`src/rtl/i2s_pkg.sv`:
```
// i2s_pkg: shared I2S sample widths, frame geometry and types
package i2s_pkg;
  localparam int SAMPLE_W = 24;
  localparam int BCK_PER_HALF = 32;
  typedef logic signed [SAMPLE_W-1:0] sample_t;
  typedef struct packed {
    sample_t l;
    sample_t r;
  } stereo_t;
  typedef enum logic [1:0] {SY_IDLE, SY_HUNT, SY_LOCK} sync_e;
endpackage

```
`src/rtl/i2s_rx_deserializer_if.sv`:
```
// i2s_rx_deserializer_if: stereo sample handshake toward the FFT buffer
interface i2s_rx_deserializer_if;
  import i2s_pkg::*;
  sample_t sample_l;
  sample_t sample_r;
  logic sample_valid;
  logic sample_ready;
  logic overrun;
  logic frame_err;
  modport master (output sample_l, sample_r, sample_valid, overrun, frame_err, input sample_ready);
  modport slave (input sample_l, sample_r, sample_valid, overrun, frame_err, output sample_ready);
endinterface

```
`src/rtl/i2s_sync_edge.sv`:
```
// i2s_sync_edge: 2-FF synchronizer plus rising-edge detect on the synchronized level
module i2s_sync_edge (
  input  logic clk,
  input  logic rst_n,
  input  logic d,
  output logic rise
);
  logic [2:0] sh;
  always_ff @(posedge clk or negedge rst_n) begin
    if (!rst_n) sh <= '0;
    else sh <= {sh[1:0], d};
  end
  assign rise = sh[1] & ~sh[2];
endmodule

```
`src/rtl/i2s_rx_deserializer.sv`:
```
// i2s_rx_deserializer: oversampled PCM1808 DOUT capture into validated 24-bit stereo pairs
module i2s_rx_deserializer
  import i2s_pkg::*;
#(
  parameter bit FMT_I2S = 1'b1
) (
  input  logic clk_100m,
  input  logic rst_n,
  input  logic bck,
  input  logic lrck,
  input  logic sdata,
  i2s_rx_deserializer_if.master rx
);
  localparam logic [5:0] LAST_BIT = 6'(BCK_PER_HALF - 1);
  localparam logic [5:0] WIN_LO = 6'(FMT_I2S);
  localparam logic [5:0] WIN_LEN = 6'(SAMPLE_W);
  logic bck_rise, lrck_s, sdata_s, lrck_prev, left_ok;
  logic valid_q, ovr_q, ferr_q;
  logic boundary, synced, in_win, commit, bad, emit;
  logic [1:0] lrck_ff, sdata_ff;
  logic [5:0] bit_cnt, cnt_nxt;
  sample_t sh_l, sh_r, left_hold;
  stereo_t out_q;
  sync_e st, st_nxt;
  i2s_sync_edge u_bck (.clk(clk_100m), .rst_n(rst_n), .d(bck), .rise(bck_rise));
  always_ff @(posedge clk_100m or negedge rst_n) begin
    if (!rst_n) begin
      lrck_ff <= '0;
      sdata_ff <= '0;
    end else begin
      lrck_ff <= {lrck_ff[0], lrck};
      sdata_ff <= {sdata_ff[0], sdata};
    end
  end
  assign lrck_s = lrck_ff[1];
  assign sdata_s = sdata_ff[1];
  always_ff @(posedge clk_100m or negedge rst_n) begin
    if (!rst_n) st <= SY_IDLE;
    else st <= st_nxt;
  end
  // the first rise after reset only primes lrck_prev so a stale level is never seen as a boundary
  always_comb begin
    boundary = bck_rise && st != SY_IDLE && lrck_s != lrck_prev;
    synced = st == SY_LOCK;
    cnt_nxt = boundary ? '0 : (&bit_cnt ? bit_cnt : bit_cnt + 6'd1);
    in_win = (cnt_nxt - WIN_LO) < WIN_LEN;
    commit = boundary && synced && bit_cnt == LAST_BIT;
    bad = boundary && synced && bit_cnt != LAST_BIT;
    emit = commit && lrck_prev && left_ok;
    st_nxt = !bck_rise ? st : st == SY_IDLE ? SY_HUNT : boundary ? SY_LOCK : st;
  end
  always_ff @(posedge clk_100m or negedge rst_n) begin
    if (!rst_n) begin
      bit_cnt <= '0;
      lrck_prev <= 1'b0;
      sh_l <= '0;
      sh_r <= '0;
      left_hold <= '0;
      left_ok <= 1'b0;
      out_q <= '0;
      valid_q <= 1'b0;
      ovr_q <= 1'b0;
      ferr_q <= 1'b0;
    end else begin
      ferr_q <= bad;
      ovr_q <= emit && valid_q && !rx.sample_ready;
      if (bck_rise) begin
        bit_cnt <= cnt_nxt;
        lrck_prev <= lrck_s;
      end
      if (bck_rise && in_win && !lrck_s) sh_l <= {sh_l[SAMPLE_W-2:0], sdata_s};
      if (bck_rise && in_win && lrck_s) sh_r <= {sh_r[SAMPLE_W-2:0], sdata_s};
      if (commit && !lrck_prev) left_hold <= sh_l;
      left_ok <= (commit && !lrck_prev) ? 1'b1 : (bad || (commit && lrck_prev)) ? 1'b0 : left_ok;
      if (emit) out_q <= {left_hold, sh_r};
      valid_q <= emit || (valid_q && !rx.sample_ready);
    end
  end
  assign rx.sample_l = out_q.l;
  assign rx.sample_r = out_q.r;
  assign rx.sample_valid = valid_q;
  assign rx.overrun = ovr_q;
  assign rx.frame_err = ferr_q;
endmodule

```
`src/flat_wrapper.sv`:
```
// flat-port wrapper written by rule: the top's interface ports become plain ports
module i2s_rx_deserializer_flat import i2s_pkg::*;
#(
  parameter bit FMT_I2S = 1'b1
)
  (clk_100m, rst_n, bck, lrck, sdata, rx_sample_l, rx_sample_r, rx_sample_valid, rx_overrun, rx_frame_err, rx_sample_ready);
  i2s_rx_deserializer_if rx_i ();
  input  logic clk_100m;
  input  logic rst_n;
  input  logic bck;
  input  logic lrck;
  input  logic sdata;
  output wire logic [$bits(rx_i.sample_l)-1:0] rx_sample_l;
  output wire logic [$bits(rx_i.sample_r)-1:0] rx_sample_r;
  output wire logic [$bits(rx_i.sample_valid)-1:0] rx_sample_valid;
  output wire logic [$bits(rx_i.overrun)-1:0] rx_overrun;
  output wire logic [$bits(rx_i.frame_err)-1:0] rx_frame_err;
  input wire logic [$bits(rx_i.sample_ready)-1:0] rx_sample_ready;
  assign rx_sample_l = rx_i.sample_l;
  assign rx_sample_r = rx_i.sample_r;
  assign rx_sample_valid = rx_i.sample_valid;
  assign rx_overrun = rx_i.overrun;
  assign rx_frame_err = rx_i.frame_err;
  assign rx_i.sample_ready = rx_sample_ready;
  i2s_rx_deserializer #(.FMT_I2S(FMT_I2S)) u_core (.clk_100m(clk_100m), .rst_n(rst_n), .bck(bck), .lrck(lrck), .sdata(sdata), .rx(rx_i));
endmodule
```
`config.mk`:
```
export PLATFORM = sky130hd
export DESIGN_NAME = i2s_rx_deserializer_flat
export DESIGN_NICKNAME = d
export VERILOG_FILES = /design/src/rtl/i2s_pkg.sv /design/src/rtl/i2s_rx_deserializer_if.sv /design/src/rtl/i2s_sync_edge.sv /design/src/rtl/i2s_rx_deserializer.sv /design/src/flat_wrapper.sv
export SDC_FILE = /design/constraint.sdc
export NUM_CORES = 1
export LEC_CHECK = 0
export CORE_MARGIN = 3
export CORE_UTILIZATION = 25
export CTS_CLUSTER_DIAMETER = 40
export DETAILED_ROUTE_END_ITERATION = 8
export HOLD_SLACK_MARGIN = 0.05
export REMOVE_ABC_BUFFERS = 1
export SETUP_SLACK_MARGIN = 0.15
export SYNTH_ARGS = -nofsm -noshare
export SYNTH_HDL_FRONTEND = slang
export SYNTH_SLANG_ARGS = --single-unit
```
`constraint.sdc`:
```
create_clock -name clk_100m -period 2.8 [get_ports clk_100m]
set_input_delay 0.28 -clock clk_100m [delete_from_list [all_inputs] [get_ports clk_100m]]
set_output_delay 0.28 -clock clk_100m [all_outputs]
set_load 0.01 [all_outputs]
```
Yosys cells after proc, flatten, opt, wreduce, memory -nomap -nowiden. Index checks and enable logic that the tools add are counted.

Mux-type cells: 6. Reduce and logical (&&, ||, !) cells: 25. Add/subtract/negate cells: 2. Eq/ne operators: 4. Bitwise logic cells: 2. Div/mod/pow operators: 0. $lt $le $gt $ge: 1. Multipliers: 0. Shift operators: 0.

Operator list (number): logical AND 1 bit (14); 2-to-1 mux 6 bit (2); adder 6 x 1 -> 6 bit, second input constant (1); equality test 6 x 5 -> 1 bit, second input constant (1); < comparator 6 x 5 -> 1 bit, second input constant (1); != test 6 x 5 -> 1 bit, second input constant (1); AND reduction 6 bit (1); nonzero test 2 bit (3); subtractor 6 x 1 -> 6 bit, second input constant (1); 2-to-1 mux 2 bit (2); logical NOT 1 bit (3); equality test 2 bit, second input constant (1); logical NOT 2 bit (1); logical OR 1 bit (2); 2-to-1 mux 1 bit (2); AND reduction 2 bit (1); AND 1 bit (1); != test 1 bit (1); inverter 1 bit (1).

Bits in writable memories: 0. Input port bits: 6. Word-level logic and storage cells: 55. Memories kept: 0. Register bits after elaboration: 140. Output and inout bits: 51. Memory bits (read-only): 0. Bits in latches: 0.

Longest topological paths before layout.
Depth in word-level cells: 10. Mapped depth: 8. Gate-level depth less buffers: 6.

Modules after synthesis. From an unflattened synthesis, not the netlist that was laid out.

Cell total of the unflattened synthesis: 336. Area, all modules: 5587.9 µm².

Modules (own cells, without submodules): i2s_rx_deserializer (cells an instance 332, area each 5499.0 µm², seq. area each 3428.3 µm², instances 1); i2s_sync_edge (cells an instance 4, area each 88.8 µm², seq. area each 75.1 µm², instances 1).

Least setup slack after synthesis. OpenSTA, ideal clock, no wires.

Kind: register to register. Start point: register u_core.bit_cnt[0]. End point: register u_core.sh_l[10]. Path slack: 0.366 ns. Stages on the path, launching flop included: 8. Arrival time: 2.309 ns. Buffers on the path: 1. Cell sequence: dfrtp_1 ha_1 and2_1 a21o_1 a211o_1 a211oi_4 buf_8 mux2_4.

Longest elaborated chain between the ends: 7.

Ends and longest elaborated chain: start: declaration (RTL line i2s_rx_deserializer.sv:21) `logic [5:0] bit_cnt, cnt_nxt;`; start signal: assignment (RTL line i2s_rx_deserializer.sv:68) `bit_cnt <= cnt_nxt;`; adder 6 x 1 -> 6 bit or AND reduction 6 bit (tied branches) (RTL line i2s_rx_deserializer.sv:45) `cnt_nxt = boundary ? '0 : (&bit_cnt ? bit_cnt : bit_cnt + 6'd1);`; 2-to-1 mux 6 bit (*) (2 in a row) (RTL line i2s_rx_deserializer.sv:45); subtractor 6 x 1 -> 6 bit (*) (RTL line i2s_rx_deserializer.sv:46) `in_win = (cnt_nxt - WIN_LO) < WIN_LEN;`; < comparator 6 x 5 -> 1 bit (*) (RTL line i2s_rx_deserializer.sv:46); logical AND 1 bit (*) (2 in a row) (RTL line i2s_rx_deserializer.sv:71) `if (bck_rise && in_win && !lrck_s) sh_l <= {sh_l[SAMPLE_W-2:0], sdata_s};`; end signal: assignment (RTL line i2s_rx_deserializer.sv:71); end: declaration (RTL line i2s_rx_deserializer.sv:22) `sample_t sh_l, sh_r, left_hold;`.

Every way passes the cells marked *; elsewhere a longest branch is shown, timed or not. A chain may end at the register's enable or synchronous reset.

Worst setup path after layout.
Start point: register u_core.bit_cnt[0]. End point: register u_core.sh_l[2].

The elaborated chain is that of the path after synthesis.

==> impl_metrics.tcl <==
set metrics [dict create \
    status "finished, final reports clean" \
    vias_per_cell 4.30 \
    grtUsageTotal_pct 8.66 \
    syn_area_mm2 0.00551 \
    peakVddDrop_v 0.000429 \
    max_slew_margin_pct 64.3 \
    cp-endpoint "u_core.sh_l[2]" \
    synthArstFlopShare_pct 100 \
    clock-sinks 140 \
    overflow 0 \
    io_pins 57 \
    synth_top_family_by_area "multiplexers" \
    synth_compound_area_share_pct 3.41 \
    skew_ns 0.0133 \
    start_kind "flop" \
    drv_cap 0 \
    dr.pass1.iters 4 \
    die_h_um 154 \
    fin_cells 703 \
    clk_pin_slew_ns 0.06 \
    setup_viol 0 \
    cts_root_buffer "clkbuf_16" \
    crit_fanout 12 \
    final_area_mm2 0.00708 \
    synth-xor-area-share_pct 0.159 \
    layout.nets 422 \
    area_growth_pct 28.5 \
    hold_class "in -> reg" \
    core_mm2 0.0214 \
    reg2reg_from "u_core.bit_cnt[0]" \
    muxShareOfSynthArea_pct 26.5 \
    drt_iter0_drc 95 \
    utilization_pct 33.2 \
    path_class "reg -> reg" \
    drive_gt1_share_pct 35.7 \
    switchingPower_w 0.00124 \
    switching_share_pct 24.3 \
    finalHoldViolations 0 \
    drc 0 \
    endpoint_kind "flop" \
    synth.distinct_cells 38 \
    crit_path_start "u_core.bit_cnt[0]" \
    p_comb_share_pct 9.4 \
    yosysSeqAreaShare_pct 63.6 \
    place_inst 668 \
    power_density_mw_per_mm2 721 \
    ant_nets 0 \
    clock_path_buffers 2 \
    grt_pass1_vias 3201 \
    synth_fa_ha_area_share_pct 0.227 \
    synth_edf_count 0 \
    grt_max_degree 59 \
    wl_per_cell_um 14.1 \
    yosys.area_share.simple_pct 3.63 \
    die-area_mm2 0.0239 \
    intPower_w 0.00386 \
    min_period_ns 2.56 \
    cts_tree "yes" \
    p_leak_nw 3.36 \
    port_buffers 56 \
    p_seq_share_pct 46.1 \
    ys_warn_count 0 \
    antenna_found_initial 0 \
    reg2reg_depth 8 \
    start_util_pct 25.8 \
    clock_latency_ns 0.42 \
    die_w_um 154 \
    n_antenna_cell 0 \
    gp_congestion 0.771 \
    syn_inst 343 \
    rows 53 \
    r2r_slack_ns 0.24 \
    crit_required_ns 3.09 \
    fin_crit_sh_pct 91.3 \
    rsz0062_at_grt "no" \
    worstPathArrival_ns 2.85 \
    wl_um 9930 \
    synthFlopType "dfrtp_1" \
    cts_max_level 4 \
    timing.hold.ws_ns 0.320 \
    clock.fmax_mhz 391 \
    num_vias 3026 \
    syn_avg_cell_area_um2 16.1 \
    place_hpwl_um 6530 \
    numCtsBuffers 17 \
    clockPowerShare_pct 44.5 \
    worst_pin_slew_ns 0.536 \
    fillCellCount 2090 \
    ys_ff_latch 140 \
    grt_pass1_wl_um 16500 \
    reg2reg_to "u_core.sh_l[2]" \
    placed_area_mm2 0.00642 \
    drv_slew 0 \
]
through the flow:
stage | setup TNS, ns | setup WS (ns) | power [W]
6_report | 0 | 0.244 | 0.00510
5_1_grt | 0 | 0.166 | 0.00535
4_1_cts | 0 | 0.230 | 0.00518
3_5_place_dp | 0 | 0.233 | 0.00285
3_3_place_gp | 0 | 0.361 | 0.00281
2_1_floorplan | -126.67 | -2.47 | 0.00267
worst min path at each step:
stage,from,endpoint,slack [ns],depth (start not counted)
floorplan,rst_n,u_core.bit_cnt[0],-0.02,0
global placement,rst_n,u_core.left_hold[3],0.27,1
detailed placement,rst_n,u_core.left_hold[3],0.28,1
CTS,sdata,u_core.sdata_ff[0],0.29,1
global route,sdata,u_core.sdata_ff[0],0.30,1
finish,sdata,u_core.sdata_ff[0],0.32,1
final cells by class:
cell class	count	area [µm²]	area share (%)
inverter	3	11.3	0.159
tap	275	344	4.86
multi-input combinational	184	1890	26.6
timing repair buffer	69	729	10.3
sequential	140	3500	49.5
clock buffer	18	439	6.20
clock inverter	14	168	2.37
sequential cells by signal, indices dropped and copies added (netlist names):
name / flops
u_core.left_ok: 1
u_core.st: 2
u_core.lrck_ff: 2
u_core.sh_l: 24
u_core.rx.frame_err: 1
u_core.rx.sample_valid: 1
u_core.left_hold: 24
u_core.rx.sample_l: 24
u_core.rx.overrun: 1
u_core.u_bck.sh: 3
u_core.bit_cnt: 6
u_core.lrck_prev: 1
u_core.rx.sample_r: 24
u_core.sh_r: 24
u_core.sdata_ff: 2
cell usage in the layout (no fill, tap or decap), types with 2 or more instances in the layout:
master,Yosys,routed
dfrtp_1,140,140
a211oi_4,2,2
nor2b_1,5,5
a31oi_1,2,2
a22o_1,2,2
nand2_1,8,8
nand2b_1,2,2
clkbuf_16,0,18
mux2_2,82,82
a21o_1,3,3
inv_6,0,2
nand3b_1,3,3
nand3_1,5,5
and3_1,3,3
inv_1,3,3
buf_12,0,4
bufinv_16,0,3
mux2_4,20,20
a21oi_1,6,6
clkdlybuf4s50_1,0,55
buf_4,0,7
clkinv_4,0,4
mux2_1,20,20
clkinv_2,0,5
nor2_1,4,4
Yosys cell counts, types with 2 or more instances:
| master | n | area (µm²) |
|---|---|---|
| a211oi_4 | 2 | 40.0 |
| a21o_1 | 3 | 22.5 |
| a21oi_1 | 6 | 30.0 |
| a22o_1 | 2 | 17.5 |
| a31oi_1 | 2 | 12.5 |
| and3_1 | 3 | 18.8 |
| buf_2 | 7 | 35.0 |
| buf_6 | 5 | 56.3 |
| buf_8 | 2 | 30.0 |
| clkbuf_1 | 2 | 7.51 |
| dfrtp_1 | 140 | 3500 |
| inv_1 | 3 | 11.3 |
| mux2_1 | 20 | 225 |
| mux2_2 | 82 | 923 |
| mux2_4 | 20 | 300 |
| nand2_1 | 8 | 30.0 |
| nand2b_1 | 2 | 12.5 |
| nand3_1 | 5 | 25.0 |
| nand3b_1 | 3 | 22.5 |
| nor2_1 | 4 | 15.0 |
| nor2b_1 | 5 | 31.3 |
worst max-delay path, cell delays in order (launching register included):
cell and delay [ns]:
dfrtp_1 0.43, ha_1 0.30, and2_1 0.24, a21o_1 0.20, a211o_1 0.37, a211oi_4 0.21
buf_4 0.18, buf_12 0.16, mux2_2 0.35
power by group through the flow:
stage	logic, W	clock network, W	registers (W)
finish	0.000480	0.00227	0.00235
global route	0.000530	0.00244	0.00238
CTS	0.000469	0.00236	0.00235
detailed placement	0.000468	0	0.00238
global placement	0.000436	0	0.00237
floorplan	0.000338	0	0.00233
cell families (layout without fill, tap and decap cells):
kind of cell / after synthesis / count (layout)
AOI/OAI and AO/OA: 23 / 23
muxes: 123 / 123
buffers and inverters: 19 / 104
adders and majority gates: 1 / 1
and+or+nand+nor: 36 / 36
xor gates and xnor gates: 1 / 1
DFF: 140 / 140
timing repair:
action | 4_1_cts | 5_1_grt
resized for setup | 0 | 1
hold buffers | 1 | 0
hold endpoints to repair | 55 | 0
setup endpoints to repair | 0 | 4
buffers inserted | 0 | 1
routing by layer:
metal  GRT usage, %  wire [µm]  vias up
li1               -          -     1375
met1           11.3       4730     1551
met2           12.8       4520       77
met3           3.25        482       23
met4           3.99        192        0
met5              0          0        -
Note: power is estimated with default switching activity, not from simulation.
